**config.mk**
```make
export PLATFORM = sky130hd
export DESIGN_NAME = final_project_pixel_engine
export DESIGN_NICKNAME = d
export VERILOG_FILES = /design/src/rtl/final_project_pixel_engine.sv
export SDC_FILE = /design/constraint.sdc
export NUM_CORES = 1
export LEC_CHECK = 0
export CORE_ASPECT_RATIO = 0.5
export CORE_MARGIN = 4
export CORE_UTILIZATION = 55
export CTS_BUF_LIST = sky130_fd_sc_hd__clkbuf_2 sky130_fd_sc_hd__clkbuf_4 sky130_fd_sc_hd__clkbuf_8
export DETAILED_ROUTE_END_ITERATION = 10
export GPL_ROUTABILITY_DRIVEN = 0
export PLACE_DENSITY = 0.75
export SLEW_MARGIN = 25
export SYNTH_ARGS = -nofsm -noshare
export SYNTH_HDL_FRONTEND = slang
export SYNTH_SLANG_ARGS = --single-unit
```
**constraint.sdc**
```tcl
create_clock -name clk -period 3.2 [get_ports clk]
set_input_delay 0.48 -clock clk [delete_from_list [all_inputs] [get_ports clk]]
set_output_delay 0.48 -clock clk [all_outputs]
set_load 0.05 [all_outputs]
```
**src/rtl/final_project_pixel_engine.sv**
```systemverilog
// Box pixel engine for a 160x120 frame: draws, moves and clears a BOX x BOX
// square, issuing at most one registered pixel write per clock.
module final_project_pixel_engine #(
  parameter int TICK_DIV = 833333,
  parameter int BOX      = 4,
  parameter int X0       = 78,
  parameter int Y0       = 58
) (
  input  logic       clk,
  input  logic       rst,
  input  logic       en_draw,
  input  logic       en_play,
  input  logic       en_erase,
  input  logic [3:0] dir,
  input  logic [2:0] pen_color,
  output logic [7:0] vga_x,
  output logic [6:0] vga_y,
  output logic [2:0] vga_color,
  output logic       vga_plot,
  output logic       busy,
  output logic       done
);

  localparam int TW          = (TICK_DIV > 1) ? $clog2(TICK_DIV) : 1;
  localparam int TICK_LAST_I = TICK_DIV - 1;
  localparam int ONE_I       = 1;
  localparam logic [TW-1:0] TICK_LAST = TICK_LAST_I[TW-1:0];
  localparam logic [TW-1:0] TICK_ONE  = ONE_I[TW-1:0];
  localparam logic [7:0] X_MAX      = 8'(160 - BOX);
  localparam logic [6:0] Y_MAX      = 7'(120 - BOX);
  localparam logic [7:0] BX_LAST    = 8'(BOX - 1);
  localparam logic [6:0] BY_LAST    = 7'(BOX - 1);
  localparam logic [7:0] X_HOME     = 8'(X0);
  localparam logic [6:0] Y_HOME     = 7'(Y0);
  localparam logic [7:0] SCR_X_LAST = 8'd159;
  localparam logic [6:0] SCR_Y_LAST = 7'd119;

  typedef enum logic [2:0] {
    S_IDLE    = 3'd0,
    S_BOX     = 3'd1,
    S_MOVE_ER = 3'd2,
    S_MOVE_DR = 3'd3,
    S_CLEAR   = 3'd4,
    S_DONE    = 3'd5
  } state_e;

  state_e        state_q, state_d;
  logic [7:0]    px_q, px_d, tx_q, tx_d, cx_q, cx_d;
  logic [6:0]    py_q, py_d, ty_q, ty_d, cy_q, cy_d;
  logic          drawn_q, drawn_d, pend_q, pend_d;
  logic [TW-1:0] tick_q, tick_d;
  logic [7:0]    x_q, x_d;
  logic [6:0]    y_q, y_d;
  logic [2:0]    col_q, col_d;
  logic          plot_q, plot_d, busy_q, busy_d, done_q, done_d;

  logic [7:0]    tgt_x;
  logic [6:0]    tgt_y;
  logic          wrap, box_last, clr_last;

  // Clamped one-pixel target; opposing requests on an axis cancel.
  always_comb begin
    tgt_x = px_q;
    tgt_y = py_q;
    if (dir[3] && !dir[2] && (py_q != 7'd0)) begin
      tgt_y = py_q - 7'd1;
    end else if (dir[2] && !dir[3] && (py_q < Y_MAX)) begin
      tgt_y = py_q + 7'd1;
    end else begin
      tgt_y = py_q;
    end
    if (dir[1] && !dir[0] && (px_q != 8'd0)) begin
      tgt_x = px_q - 8'd1;
    end else if (dir[0] && !dir[1] && (px_q < X_MAX)) begin
      tgt_x = px_q + 8'd1;
    end else begin
      tgt_x = px_q;
    end
  end

  // Next-state logic: sequencing, scan counters, position and flags.
  always_comb begin
    state_d  = state_q;
    px_d     = px_q;
    py_d     = py_q;
    tx_d     = tx_q;
    ty_d     = ty_q;
    cx_d     = cx_q;
    cy_d     = cy_q;
    drawn_d  = drawn_q;
    pend_d   = en_erase ? 1'b1 : pend_q;
    tick_d   = tick_q;
    wrap     = 1'b0;
    box_last = (cx_q == BX_LAST) && (cy_q == BY_LAST);
    clr_last = (cx_q == SCR_X_LAST) && (cy_q == SCR_Y_LAST);

    // Tick divider only advances while idling in play mode; it holds otherwise.
    if ((state_q == S_IDLE) && en_play) begin
      if (tick_q == TICK_LAST) begin
        tick_d = '0;
        wrap   = 1'b1;
      end else begin
        tick_d = tick_q + TICK_ONE;
      end
    end else begin
      tick_d = tick_q;
    end

    case (state_q)
      S_IDLE: begin
        cx_d = 8'd0;
        cy_d = 7'd0;
        if (pend_q) begin
          state_d = S_CLEAR;
          pend_d  = 1'b0;
        end else if (en_draw && !en_play && !drawn_q) begin
          state_d = S_BOX;
          drawn_d = 1'b1;
        end else if (wrap && ((tgt_x != px_q) || (tgt_y != py_q))) begin
          state_d = S_MOVE_ER;
          tx_d    = tgt_x;
          ty_d    = tgt_y;
        end else begin
          state_d = S_IDLE;
        end
      end
      S_BOX, S_MOVE_ER, S_MOVE_DR: begin
        if (box_last) begin
          cx_d = 8'd0;
          cy_d = 7'd0;
          if (state_q == S_MOVE_ER) begin
            state_d = S_MOVE_DR;
            px_d    = tx_q;
            py_d    = ty_q;
          end else begin
            state_d = S_IDLE;
          end
        end else if (cx_q == BX_LAST) begin
          cx_d = 8'd0;
          cy_d = cy_q + 7'd1;
        end else begin
          cx_d = cx_q + 8'd1;
        end
      end
      S_CLEAR: begin
        if (clr_last) begin
          state_d = S_DONE;
          cx_d    = 8'd0;
          cy_d    = 7'd0;
        end else if (cx_q == SCR_X_LAST) begin
          cx_d = 8'd0;
          cy_d = cy_q + 7'd1;
        end else begin
          cx_d = cx_q + 8'd1;
        end
      end
      S_DONE: begin
        state_d = S_IDLE;
        px_d    = X_HOME;
        py_d    = Y_HOME;
        drawn_d = 1'b0;
      end
      default: begin
        state_d = S_IDLE;
      end
    endcase
  end

  // Pixel output stage: one pipeline step behind the scanning state.
  always_comb begin
    x_d    = x_q;
    y_d    = y_q;
    col_d  = col_q;
    plot_d = 1'b0;
    busy_d = (state_q != S_IDLE);
    done_d = (state_q == S_DONE);
    case (state_q)
      S_BOX, S_MOVE_DR: begin
        x_d    = px_q + cx_q;
        y_d    = py_q + cy_q;
        col_d  = pen_color;
        plot_d = 1'b1;
      end
      S_MOVE_ER: begin
        x_d    = px_q + cx_q;
        y_d    = py_q + cy_q;
        col_d  = 3'b000;
        plot_d = 1'b1;
      end
      S_CLEAR: begin
        x_d    = cx_q;
        y_d    = cy_q;
        col_d  = 3'b000;
        plot_d = 1'b1;
      end
      default: begin
        plot_d = 1'b0;
      end
    endcase
  end

  // State, datapath and output registers.
  always_ff @(posedge clk or negedge rst) begin
    if (!rst) begin
      state_q <= S_IDLE;
      px_q    <= X_HOME;
      py_q    <= Y_HOME;
      tx_q    <= X_HOME;
      ty_q    <= Y_HOME;
      cx_q    <= 8'd0;
      cy_q    <= 7'd0;
      drawn_q <= 1'b0;
      pend_q  <= 1'b0;
      tick_q  <= '0;
      x_q     <= 8'd0;
      y_q     <= 7'd0;
      col_q   <= 3'b000;
      plot_q  <= 1'b0;
      busy_q  <= 1'b0;
      done_q  <= 1'b0;
    end else begin
      state_q <= state_d;
      px_q    <= px_d;
      py_q    <= py_d;
      tx_q    <= tx_d;
      ty_q    <= ty_d;
      cx_q    <= cx_d;
      cy_q    <= cy_d;
      drawn_q <= drawn_d;
      pend_q  <= pend_d;
      tick_q  <= tick_d;
      x_q     <= x_d;
      y_q     <= y_d;
      col_q   <= col_d;
      plot_q  <= plot_d;
      busy_q  <= busy_d;
      done_q  <= done_d;
    end
  end

  assign vga_x     = x_q;
  assign vga_y     = y_q;
  assign vga_color = col_q;
  assign vga_plot  = plot_q;
  assign busy      = busy_q;
  assign done      = done_q;

endmodule
```
==> metrics.txt <==
outcome=finished clean; clock share of power=between 10% and 20%; Worst setup endpoint=ty_q[0]; Post-Route WL=12100 µm; FP Rows=25; Top Ports=33; dominant cells by area after synthesis=dfrtp_1 (34%), dfstp_2 (7.6%), nand2_1 (5.5%), ha_1 (4.7%), xnor2_1 (3.5%); Cells after Synth=601; post-synth top area cell=dfrtp_1; sequential share of the synthesized area=between 40 and 50%; Arr. time, crit path=between 3 and 4 ns; post_cts resized=0; Layout Skew=0.0118 ns; gr usage total=about 22%; first-pass GRT wire length=~21000 µm; Critical Path Source Type=flop; RSZ-0062 raised after global routing=false; Tightest Pin Transition=~0.78 ns; Syn Nets=about 640; Min Clock Period, post-route=between 2 and 3 ns; vias per cell=a little under 6; Slew Viols, Final=0; NetSw=~2.4 mW; dpl ws=approximately 0.34 ns; Num CTS Buffers=9; Layout area overhead=11.8%; top cell type's share of synthesized area=33.9%; Yosys reg bits=91; Worst-path clk slew=0.09 ns; fin nets=660; leakage power=approximately 2.6 nW; Avg Inst Size Synth=9.22 µm²; r2r startpoint=px_q[1]; Post-synth EDFFs=0; Detailed Route Iter0 Violations=between 300 and 400; # Post-CTS Setup Buffers=0; drt pass-1 iters=5; Clock Sinks=91; Cells after DPL=749; core area=0.00963 mm²; die extent in x=approximately 150 µm; gr ovfl total=0; Async S/R FF share, synth=100%; YS warnings=0; CTS Hold Bufs=0; Synth Cell Area=around 0.0055 mm²; post-route clock period utilization=between 90% and 100%; placed wire-length estimate=~8500 µm; most frequent cells in the layout=nand2_1 (81), dfrtp_1 (75), nor2_1 (45), clkdlybuf4s50_1 (31), o21ai_0 (30); commonest non-fill, non-tap cell in the layout=nand2_1; Yosys cell types=69; Die Ht=around 79 µm; via count=4489; Synth Flop Type=dfrtp_1; sequential power share=35.3%; final core occ=between 60 and 70%; max-cap violations=0; f_max=about 340 MHz; combinational share of power=around half; Setup Viol. Count Final=0; maximum vdd drop=roughly 0.33 mV; WS Path Type=flop to flop; CTS tree=built; setup_tns=0 ns; data required time at the worst endpoint=3.45 ns; R2R Setup Slk=between 0.2 and 0.3 ns; worst setup path start=px_q[1]; count of buffers from port buffering=32; HP Class=input port to asynchronous set/reset pin; drt drc=0; CTS root buf=clkbuf_8; post-route setup slack=approximately 0.29 ns; Critical Path End Type=flop; worst r2r dst=ty_q[0]; WL per Instance=roughly 16 µm; Fin. Hold Viols=0; Hold WS=approximately 0.11 ns; Non-Filler Instances=around 770; CTS H-tree lvls=3; initial antenna violation count=0; Skew-Pair Late Insertion Delay=0.36 ns; antenna cells=0; largest net degree at the start of global routing=between 50 and 60; CTS max path bufs=2; Initial Utilization=between 50% and 60%; die area=0.0118 mm²; ratio of cells with drive above 1 in the final layout=between 10% and 20%; relative slew slack=between 40% and 50%; Sw Share=about 45%; Int Power=slightly below 3 mW; Reg2Reg Depth=7; vias in the first global route=roughly 4400; Final ANT Viol Nets=0; worst-path fanout max=16; pwr/cell area=~870 mW/mm²
## cell usage after synthesis, drive strengths merged (17+ instances only)
cell type  count
inv           24
nand2         81
nor2          47
nand3         20
xnor2         22
clkbuf        21
o21ai         30
dfrtp         75
ha            21
mux2          17
a31oi         17
a21oi         25
## per-stage QoR
stage               total power [mW]  cell area (µm²)
floorplan                       3.77             5540
global placement                4.46             5970
detailed placement              4.52             5970
CTS                             5.43             6190
global route                    5.83             6190
finish                          5.41             6190
## cell type report
cell class	instances	area [µm²]
clock buffers	14	168
well taps	135	169
repair buffers	43	400
inverters	24	90.1
fillers	835	3440
clock inverters	2	60.1
multi-input cells	456	3010
flip-flops and latches	91	2300
## power groups by stage
stage	Sequential [mW]	Clock, mW	Combinational, mW
3_5_place_dp	1.92	0	2.60
2_1_floorplan	2.19	0	1.57
3_3_place_gp	1.90	0	2.55
6_report	1.91	0.885	2.62
4_1_cts	1.90	0.912	2.62
5_1_grt	1.96	0.962	2.91
## worst max-delay path: stages, from the launching register on
cell      delay [ns]
dfstp_2         0.60
inv_1           0.12
ha_1            0.24
nor4b_1         0.17
a21oi_2         0.39
nor2_2          0.11
a2111o_1        0.76
mux2_4          0.41
## cells by family (layout without fill, tap and decap cells)
kind of cell,count (synthesis),after routing,share of synthesized area [%]
AOI/OAI and AO/OA,133,133,16.4
buffers and inverters,54,83,4.38
adders and majority gates,23,23,5.46
and+or+nand+nor,247,247,22.6
muxes,19,19,4.36
DFF,91,91,41.5
xor gates and xnor gates,34,34,5.37
## state kept, by name, indices dropped and copies added (netlist names), 3 cells and up
| signal | cells |
|---|---|
| tick_q | 20 |
| px_q | 8 |
| tx_q | 8 |
| cx_q | 8 |
| vga_y | 7 |
| vga_x | 8 |
| py_q | 7 |
| cy_q | 7 |
| state_q | 3 |
| vga_color | 3 |
| ty_q | 7 |
## worst min path at each step
stage / start / endpoint / slack, ns / cells after the start
floorplan: rst / busy / 0.18 / 0
global placement: tick_q[7] / tick_q[7] / 0.48 / 1
global route: rst / vga_color[0] / 0.13 / 1
detailed placement: tick_q[7] / tick_q[7] / 0.49 / 1
CTS: rst / vga_y[6] / 0.12 / 1
finish: rst / vga_y[6] / 0.11 / 1
## layer usage
layer | track usage [%] | vias up | share of wire [%]
met5 | 0 | - | 0
met4 | 4.74 | 0 | 0.77
met3 | 4.73 | 9 | 5.6
met2 | 33.8 | 112 | 43
met1 | 32.3 | 2172 | 50
li1 | - | 2196 | -
Power figures use the tool's default switching activity.
